`src/rtl/pe_mac_unit_if.sv`:
```
// Controller, operand-read and result-write signals of the MAC processing element.
// The PE side uses the master modport; the controller/memory side uses slave.
interface pe_mac_unit_if #(
   parameter int DATA_W = 32
);
   logic              pe_active;
   logic              vec_fin;
   logic [31:0]       N;
   logic [31:0]       left_mem_index;
   logic [31:0]       right_mem_index;
   logic [31:0]       result_mem_index;
   logic              step_fin;
   logic              left_rd_en;
   logic              right_rd_en;
   logic [31:0]       left_rd_addr;
   logic [31:0]       right_rd_addr;
   logic [DATA_W-1:0] left_rd_data;
   logic [DATA_W-1:0] right_rd_data;
   logic              res_wr_en;
   logic [31:0]       res_wr_addr;
   logic [DATA_W-1:0] res_wr_data;
   logic              busy;
   logic              seq_err;

   modport master (
      input  pe_active, vec_fin, N, left_mem_index, right_mem_index, result_mem_index,
      input  left_rd_data, right_rd_data,
      output step_fin, left_rd_en, right_rd_en, left_rd_addr, right_rd_addr,
      output res_wr_en, res_wr_addr, res_wr_data, busy, seq_err
   );

   modport slave (
      output pe_active, vec_fin, N, left_mem_index, right_mem_index, result_mem_index,
      output left_rd_data, right_rd_data,
      input  step_fin, left_rd_en, right_rd_en, left_rd_addr, right_rd_addr,
      input  res_wr_en, res_wr_addr, res_wr_data, busy, seq_err
   );
endinterface

```
`src/rtl/pe_mac_unit.sv`:
```
// Multiply-accumulate processing element: one MAC per 4-cycle step, a flush step per
// vector that writes the truncated accumulator when the controller confirms with vec_fin.
module pe_mac_unit #(
   parameter int DATA_W = 32,
   parameter int ACC_W  = 64
) (
   input logic           clk,
   input logic           rst,
   pe_mac_unit_if.master bus
);
   typedef enum logic [2:0] {
      ST_IDLE   = 3'd0,
      ST_FETCH  = 3'd1,
      ST_WAIT   = 3'd2,
      ST_MAC    = 3'd3,
      ST_FLUSH  = 3'd4,
      ST_SETTLE = 3'd5
   } state_t;

   state_t                    state_r;
   state_t                    state_nxt_s;
   logic                      from_flush_r;
   logic [ACC_W-1:0]          acc_r;
   logic [ACC_W-1:0]          acc_nxt_s;
   logic [31:0]               k_r;
   logic [31:0]               k_nxt_s;
   logic [31:0]               n_lat_r;
   logic [31:0]               res_addr_lat_r;
   logic [31:0]               n_cmp_s;
   logic                      seq_err_r;
   logic                      seq_err_nxt_s;
   logic                      wr_s;
   logic                      start_s;
   logic                      latch_s;
   logic signed [DATA_W-1:0]  left_op_r;
   logic signed [DATA_W-1:0]  right_op_r;
   logic signed [2*DATA_W-1:0] prod_s;
   logic [ACC_W-1:0]          prod_ext_s;

   assign prod_s     = (2*DATA_W)'(left_op_r) * (2*DATA_W)'(right_op_r);
   assign prod_ext_s = ACC_W'(prod_s);

   // Accumulator, step counter, write gating and sequence-error detection
   always_comb begin
      acc_nxt_s     = acc_r;
      k_nxt_s       = k_r;
      seq_err_nxt_s = seq_err_r;
      wr_s          = 1'b0;
      case (state_r)
         ST_MAC: begin
            acc_nxt_s = acc_r + prod_ext_s;
            k_nxt_s   = k_r + 32'd1;
         end
         ST_SETTLE: begin
            if (from_flush_r) begin
               if (bus.vec_fin) begin
                  wr_s      = 1'b1;
                  acc_nxt_s = {ACC_W{1'b0}};
                  k_nxt_s   = 32'd0;
               end else begin
                  seq_err_nxt_s = 1'b1;
               end
            end else begin
               if (bus.vec_fin) begin
                  seq_err_nxt_s = 1'b1;
               end else begin
                  seq_err_nxt_s = seq_err_r;
               end
            end
         end
         default: begin
            acc_nxt_s = acc_r;
         end
      endcase
   end

   // Next-state decode; a vector starting afresh (k == 0) compares against the live N
   always_comb begin
      n_cmp_s     = (k_nxt_s == 32'd0) ? bus.N : n_lat_r;
      state_nxt_s = state_r;
      start_s     = 1'b0;
      case (state_r)
         ST_IDLE: begin
            if (bus.pe_active) begin
               start_s     = 1'b1;
               state_nxt_s = (k_nxt_s < n_cmp_s) ? ST_FETCH : ST_FLUSH;
            end else begin
               state_nxt_s = ST_IDLE;
            end
         end
         ST_FETCH: state_nxt_s = ST_WAIT;
         ST_WAIT:  state_nxt_s = ST_MAC;
         ST_MAC:   state_nxt_s = ST_SETTLE;
         ST_FLUSH: state_nxt_s = ST_SETTLE;
         ST_SETTLE: begin
            if (bus.pe_active && (k_nxt_s < n_cmp_s)) begin
               start_s     = 1'b1;
               state_nxt_s = ST_FETCH;
            end else if (bus.pe_active && (k_nxt_s == n_cmp_s)) begin
               start_s     = 1'b1;
               state_nxt_s = ST_FLUSH;
            end else begin
               state_nxt_s = ST_IDLE;
            end
         end
         default: state_nxt_s = ST_IDLE;
      endcase
      latch_s = start_s && (k_nxt_s == 32'd0);
   end

   // State register
   always_ff @(posedge clk or posedge rst) begin
      if (rst) begin
         state_r      <= ST_IDLE;
         from_flush_r <= 1'b0;
      end else begin
         state_r      <= state_nxt_s;
         from_flush_r <= (state_r == ST_FLUSH);
      end
   end

   // Datapath registers; operands are captured in WAIT, the cycle the read data is valid
   always_ff @(posedge clk or posedge rst) begin
      if (rst) begin
         acc_r          <= {ACC_W{1'b0}};
         k_r            <= 32'd0;
         seq_err_r      <= 1'b0;
         n_lat_r        <= 32'd0;
         res_addr_lat_r <= 32'd0;
         left_op_r      <= {DATA_W{1'b0}};
         right_op_r     <= {DATA_W{1'b0}};
      end else begin
         acc_r     <= acc_nxt_s;
         k_r       <= k_nxt_s;
         seq_err_r <= seq_err_nxt_s;
         if (latch_s) begin
            n_lat_r        <= bus.N;
            res_addr_lat_r <= bus.result_mem_index;
         end
         if (state_r == ST_WAIT) begin
            left_op_r  <= bus.left_rd_data;
            right_op_r <= bus.right_rd_data;
         end
      end
   end

   assign bus.step_fin      = (state_r == ST_MAC) || (state_r == ST_FLUSH);
   assign bus.left_rd_en    = (state_r == ST_FETCH);
   assign bus.right_rd_en   = (state_r == ST_FETCH);
   assign bus.left_rd_addr  = (state_r == ST_FETCH) ? bus.left_mem_index : 32'd0;
   assign bus.right_rd_addr = (state_r == ST_FETCH) ? bus.right_mem_index : 32'd0;
   assign bus.res_wr_en     = wr_s;
   assign bus.res_wr_addr   = wr_s ? res_addr_lat_r : 32'd0;
   assign bus.res_wr_data   = wr_s ? acc_r[DATA_W-1:0] : {DATA_W{1'b0}};
   assign bus.busy          = (state_r != ST_IDLE);
   assign bus.seq_err       = seq_err_r;
endmodule

```
`src/flat_wrapper.sv`:
```
// flat-port wrapper written by rule: the top's interface ports become plain ports
module pe_mac_unit_flat 
#(
   parameter int DATA_W = 32,
   parameter int ACC_W  = 64
)
  (clk, rst, bus_pe_active, bus_vec_fin, bus_N, bus_left_mem_index, bus_right_mem_index, bus_result_mem_index, bus_left_rd_data, bus_right_rd_data, bus_step_fin, bus_left_rd_en, bus_right_rd_en, bus_left_rd_addr, bus_right_rd_addr, bus_res_wr_en, bus_res_wr_addr, bus_res_wr_data, bus_busy, bus_seq_err);
  pe_mac_unit_if #(.DATA_W(DATA_W)) bus_i ();
  input logic clk;
  input logic rst;
  input wire logic [$bits(bus_i.pe_active)-1:0] bus_pe_active;
  input wire logic [$bits(bus_i.vec_fin)-1:0] bus_vec_fin;
  input wire logic [$bits(bus_i.N)-1:0] bus_N;
  input wire logic [$bits(bus_i.left_mem_index)-1:0] bus_left_mem_index;
  input wire logic [$bits(bus_i.right_mem_index)-1:0] bus_right_mem_index;
  input wire logic [$bits(bus_i.result_mem_index)-1:0] bus_result_mem_index;
  input wire logic [$bits(bus_i.left_rd_data)-1:0] bus_left_rd_data;
  input wire logic [$bits(bus_i.right_rd_data)-1:0] bus_right_rd_data;
  output wire logic [$bits(bus_i.step_fin)-1:0] bus_step_fin;
  output wire logic [$bits(bus_i.left_rd_en)-1:0] bus_left_rd_en;
  output wire logic [$bits(bus_i.right_rd_en)-1:0] bus_right_rd_en;
  output wire logic [$bits(bus_i.left_rd_addr)-1:0] bus_left_rd_addr;
  output wire logic [$bits(bus_i.right_rd_addr)-1:0] bus_right_rd_addr;
  output wire logic [$bits(bus_i.res_wr_en)-1:0] bus_res_wr_en;
  output wire logic [$bits(bus_i.res_wr_addr)-1:0] bus_res_wr_addr;
  output wire logic [$bits(bus_i.res_wr_data)-1:0] bus_res_wr_data;
  output wire logic [$bits(bus_i.busy)-1:0] bus_busy;
  output wire logic [$bits(bus_i.seq_err)-1:0] bus_seq_err;
  assign bus_i.pe_active = bus_pe_active;
  assign bus_i.vec_fin = bus_vec_fin;
  assign bus_i.N = bus_N;
  assign bus_i.left_mem_index = bus_left_mem_index;
  assign bus_i.right_mem_index = bus_right_mem_index;
  assign bus_i.result_mem_index = bus_result_mem_index;
  assign bus_i.left_rd_data = bus_left_rd_data;
  assign bus_i.right_rd_data = bus_right_rd_data;
  assign bus_step_fin = bus_i.step_fin;
  assign bus_left_rd_en = bus_i.left_rd_en;
  assign bus_right_rd_en = bus_i.right_rd_en;
  assign bus_left_rd_addr = bus_i.left_rd_addr;
  assign bus_right_rd_addr = bus_i.right_rd_addr;
  assign bus_res_wr_en = bus_i.res_wr_en;
  assign bus_res_wr_addr = bus_i.res_wr_addr;
  assign bus_res_wr_data = bus_i.res_wr_data;
  assign bus_busy = bus_i.busy;
  assign bus_seq_err = bus_i.seq_err;
  pe_mac_unit #(.DATA_W(DATA_W), .ACC_W(ACC_W)) u_core (.clk(clk), .rst(rst), .bus(bus_i));
endmodule
```
`config.mk`:
```
export PLATFORM = sky130hd
export DESIGN_NAME = pe_mac_unit_flat
export DESIGN_NICKNAME = d
export VERILOG_FILES = /design/src/rtl/pe_mac_unit_if.sv /design/src/rtl/pe_mac_unit.sv /design/src/flat_wrapper.sv
export SDC_FILE = /design/constraint.sdc
export NUM_CORES = 2
export LEC_CHECK = 0
export CAP_MARGIN = 20
export CORE_MARGIN = 5
export CORE_UTILIZATION = 63
export CTS_CLUSTER_SIZE = 24
export DETAILED_ROUTE_END_ITERATION = 8
export PLACE_DENSITY = 0.91
export SLEW_MARGIN = 25
export SYNTH_ARGS = -nofsm -noshare
export SYNTH_HDL_FRONTEND = slang
export SYNTH_SLANG_ARGS = --single-unit
```
`constraint.sdc`:
```
create_clock -name clk -period 17.8 [get_ports clk]
set_input_delay 2.67 -clock clk [delete_from_list [all_inputs] [get_ports clk]]
set_output_delay 2.67 -clock clk [all_outputs]
set_load 0.005 [all_outputs]
```
==> results.cfg <==
[detailed_routing]
drt_iter0_drc = 1869
vias = 21400
routedWlPerCell_um = 22.2
top_layer = met5
final_antenna_net_count = 0
route.detailed.drc = 0
avgViaCountPerCell = 5.83
met1_length_um = 27900
wl_met2_um = 41400
routed_wl_um = 81400
wl_met3_um = 6880
dr.pass1.iters = 7

[logic_synthesis]
synth_edf_count = 0
syn_area_per_cell_um2 = 9.59
synth_top_family_by_area = adder cells
synth_compound_area_share_pct = 5.16
netlist_instances = 2845
synthMuxAreaShare_pct = 6.50
synthesis.nets = 3664
yosys.area_share.adder_pct = 40.6
synth_area_um2 = 27300
synth_cell_types = 73
ys_ff_latch = 197
synth_top_area_cell = fa_1
synth_xor_xnor_area_share_pct = 2.83
yosys_warnings = 0
async_flop_share_pct = 100
yosysSeqAreaShare_pct = 18.1
synth-main-ff-cell = dfrtp_1
netlist.area_leader.share_pct = 32.1
synth_area_leaders = fa_1 (32%), dfrtp_1 (18%), and2_1 (9.8%), ha_1 (8.5%), inv_1 (7.5%)
yosys.area_share.simple_pct = 17.0

[global_route]
grt_pass1_wl_um = 131000
antenna_found_initial = 2
grt_pass1_vias = 24300
grt-ovfl-total = 0
grt_max_degree = 131
grtUsageTotal_pct = 35.6

[setup_path]
path_max_fanout = 36
rr_endpoint = u_core.acc_r[31]
reg2reg_depth = 24
end_kind = flop
worst_setup_path_start_kind = primary input
cp_data_arrival_time_ns = 9.25
r2r_setup_slack_ns = 9.39
crit_type = in2reg
critPathRequiredTime_ns = 18.18
r2r_start = u_core.left_op_r[10]

[die]
io_pins = 330
row_count = 76
fp.dieW_um = 218
dieHeight_um = 218
start_util_pct = 63.5
core_area_um2 = 43000
die_area_um2 = 47600

[sta]
setup_viol = 0
fmax_mhz = 113
tightest_slew_ns = 1.15
finalHoldViolCount = 0
rsz0062_at_grt = false
tns_ns = 0
skew_ns = 0.0157
period_share_pct = 49.8
slew_viol_final = 0
period_minus_slack_ns = 8.86
relSlewSlack_pct = 23.4

[min_path]
hold_start = u_core.res_addr_lat_r[16]
holdPathStages = 1
hold_class = reg2reg
whs_endpoint = u_core.res_addr_lat_r[16]

[cells_and_area]
fin_nets = 3887
area_growth_pct = 15.6
drive_gt1_share_pct = 4.97

[job]
drv_cap = 0

[placement]
portBuffers = 329
dpl.hpwl_um = 64000
gp_congestion = 0.931

[clocking]
clock_latency_ns = 0.51
cts-buffers-inserted = 17
htree_num_levels = 4
root_buffer = clkbuf_16
cts_hold_buf = 0
cts_tree = built
clk_pin_slew_ns = 0.08
cts_buffer_depth = 2
cts.sinks = 197
cts_resized = 0
post_cts_buffers = 0

[status]
status = finished clean
[state kept, by name, indices dropped and copies added (netlist names)]
name                   cells
u_core.state_r             3
u_core.left_op_r          32
u_core.bus.seq_err         1
u_core.res_addr_lat_r     32
u_core.acc_r              32
u_core.from_flush_r        1
u_core.n_lat_r            32
u_core.right_op_r         32
u_core.k_r                32
[synthesized netlist by cell type (25+ instances only)]
cell type	number
xnor2_1	68
ha_1	185
and2_1	428
clkbuf_1	128
fa_1	438
inv_1	544
nand3_1	25
dfrtp_1	197
mux2_2	69
o21ai_0	70
mux2i_1	32
a21oi_1	38
mux2_1	60
nand2_1	290
[placed cells by master, fill, tap and decap left out, types with 20 or more instances in the layout]
cell type and instances:
ha_1 185, inv_1 543, nand2_1 290, nand3_1 25, and2_1 428, mux2_1 60
dfrtp_1 195, a21oi_1 38, mux2_2 69, mux2i_1 32, buf_4 28, o21ai_0 70
clkdlybuf4s50_1 329, xor2_1 20, xnor2_1 68, fa_1 438
[layout make-up]
cell class | instances | area (µm²)
fillers | 2963 | 11400
flip-flops and latches | 197 | 4930
repair buffers | 358 | 3520
multi-input cells | 1950 | 19700
diodes | 2 | 5.00
clock inverters | 15 | 183
well taps | 585 | 732
inverters | 544 | 2050
clock buffers | 17 | 425
[per-stage QoR]
stage	std cells	instance area, µm²	util [%]	worst slack [ns]	hold WS, ns
after detailed placement	3633	30900	71.9	8.30	0.466
after global routing	3667	31500	73.4	8.48	0.501
after global placement	3633	30900	71.9	8.42	0.460
after CTS	3665	31500	73.3	8.86	0.485
final	3668	31500	73.4	8.94	0.483
after floorplan	2845	27300	-	9.76	0.449
[cell families after synthesis]
family,after synthesis
AND/OR/NAND/NOR,855
buffers and inverters,698
adder cells (fa/ha/maj),623
AO/OA/AOI/OAI,223
flip-flops,197
multiplexers,161
XOR/XNOR,88
[how the worst max path moves through the flow]
stage	start	end	slack (ns)
floorplan	rst	u_core.acc_r[0]	9.76
global placement	bus_vec_fin	u_core.res_addr_lat_r[7]	8.42
detailed placement	bus_vec_fin	u_core.res_addr_lat_r[10]	8.30
CTS	bus_vec_fin	u_core.res_addr_lat_r[2]	8.86
global route	bus_vec_fin	u_core.res_addr_lat_r[2]	8.48
finish	bus_vec_fin	u_core.res_addr_lat_r[2]	8.94
[routing by layer]
layer  GRT usage [%]  vias to the layer above
li1                -                     9167
met1            41.3                    10600
met2            61.7                     1241
met3            8.02                      341
met4            18.8                        2
met5               0                        -
[critical path: stages]
cell and delay, ns:
clkdlybuf4s50_1 0.48, and4b_1 0.24, o21a_2 0.65, o21ai_1 0.20
a2111o_1 0.40, or4_1 0.49, nor4_2 0.28, nand4_2 0.11
buf_4 0.34, mux2i_1 0.19, ha_1 0.32, and3_1 0.16
nand3_1 0.10, or3_1 0.44, nor4_1 0.39, a21oi_1 0.12
nor3b_1 0.25, o21ba_2 0.23, nor2_8 0.47, buf_12 0.29
mux2_1 0.36
Power is left out: the tool's default activity adds up to more than one toggle a clock period on the data nets, which glitch-free logic cannot reach.
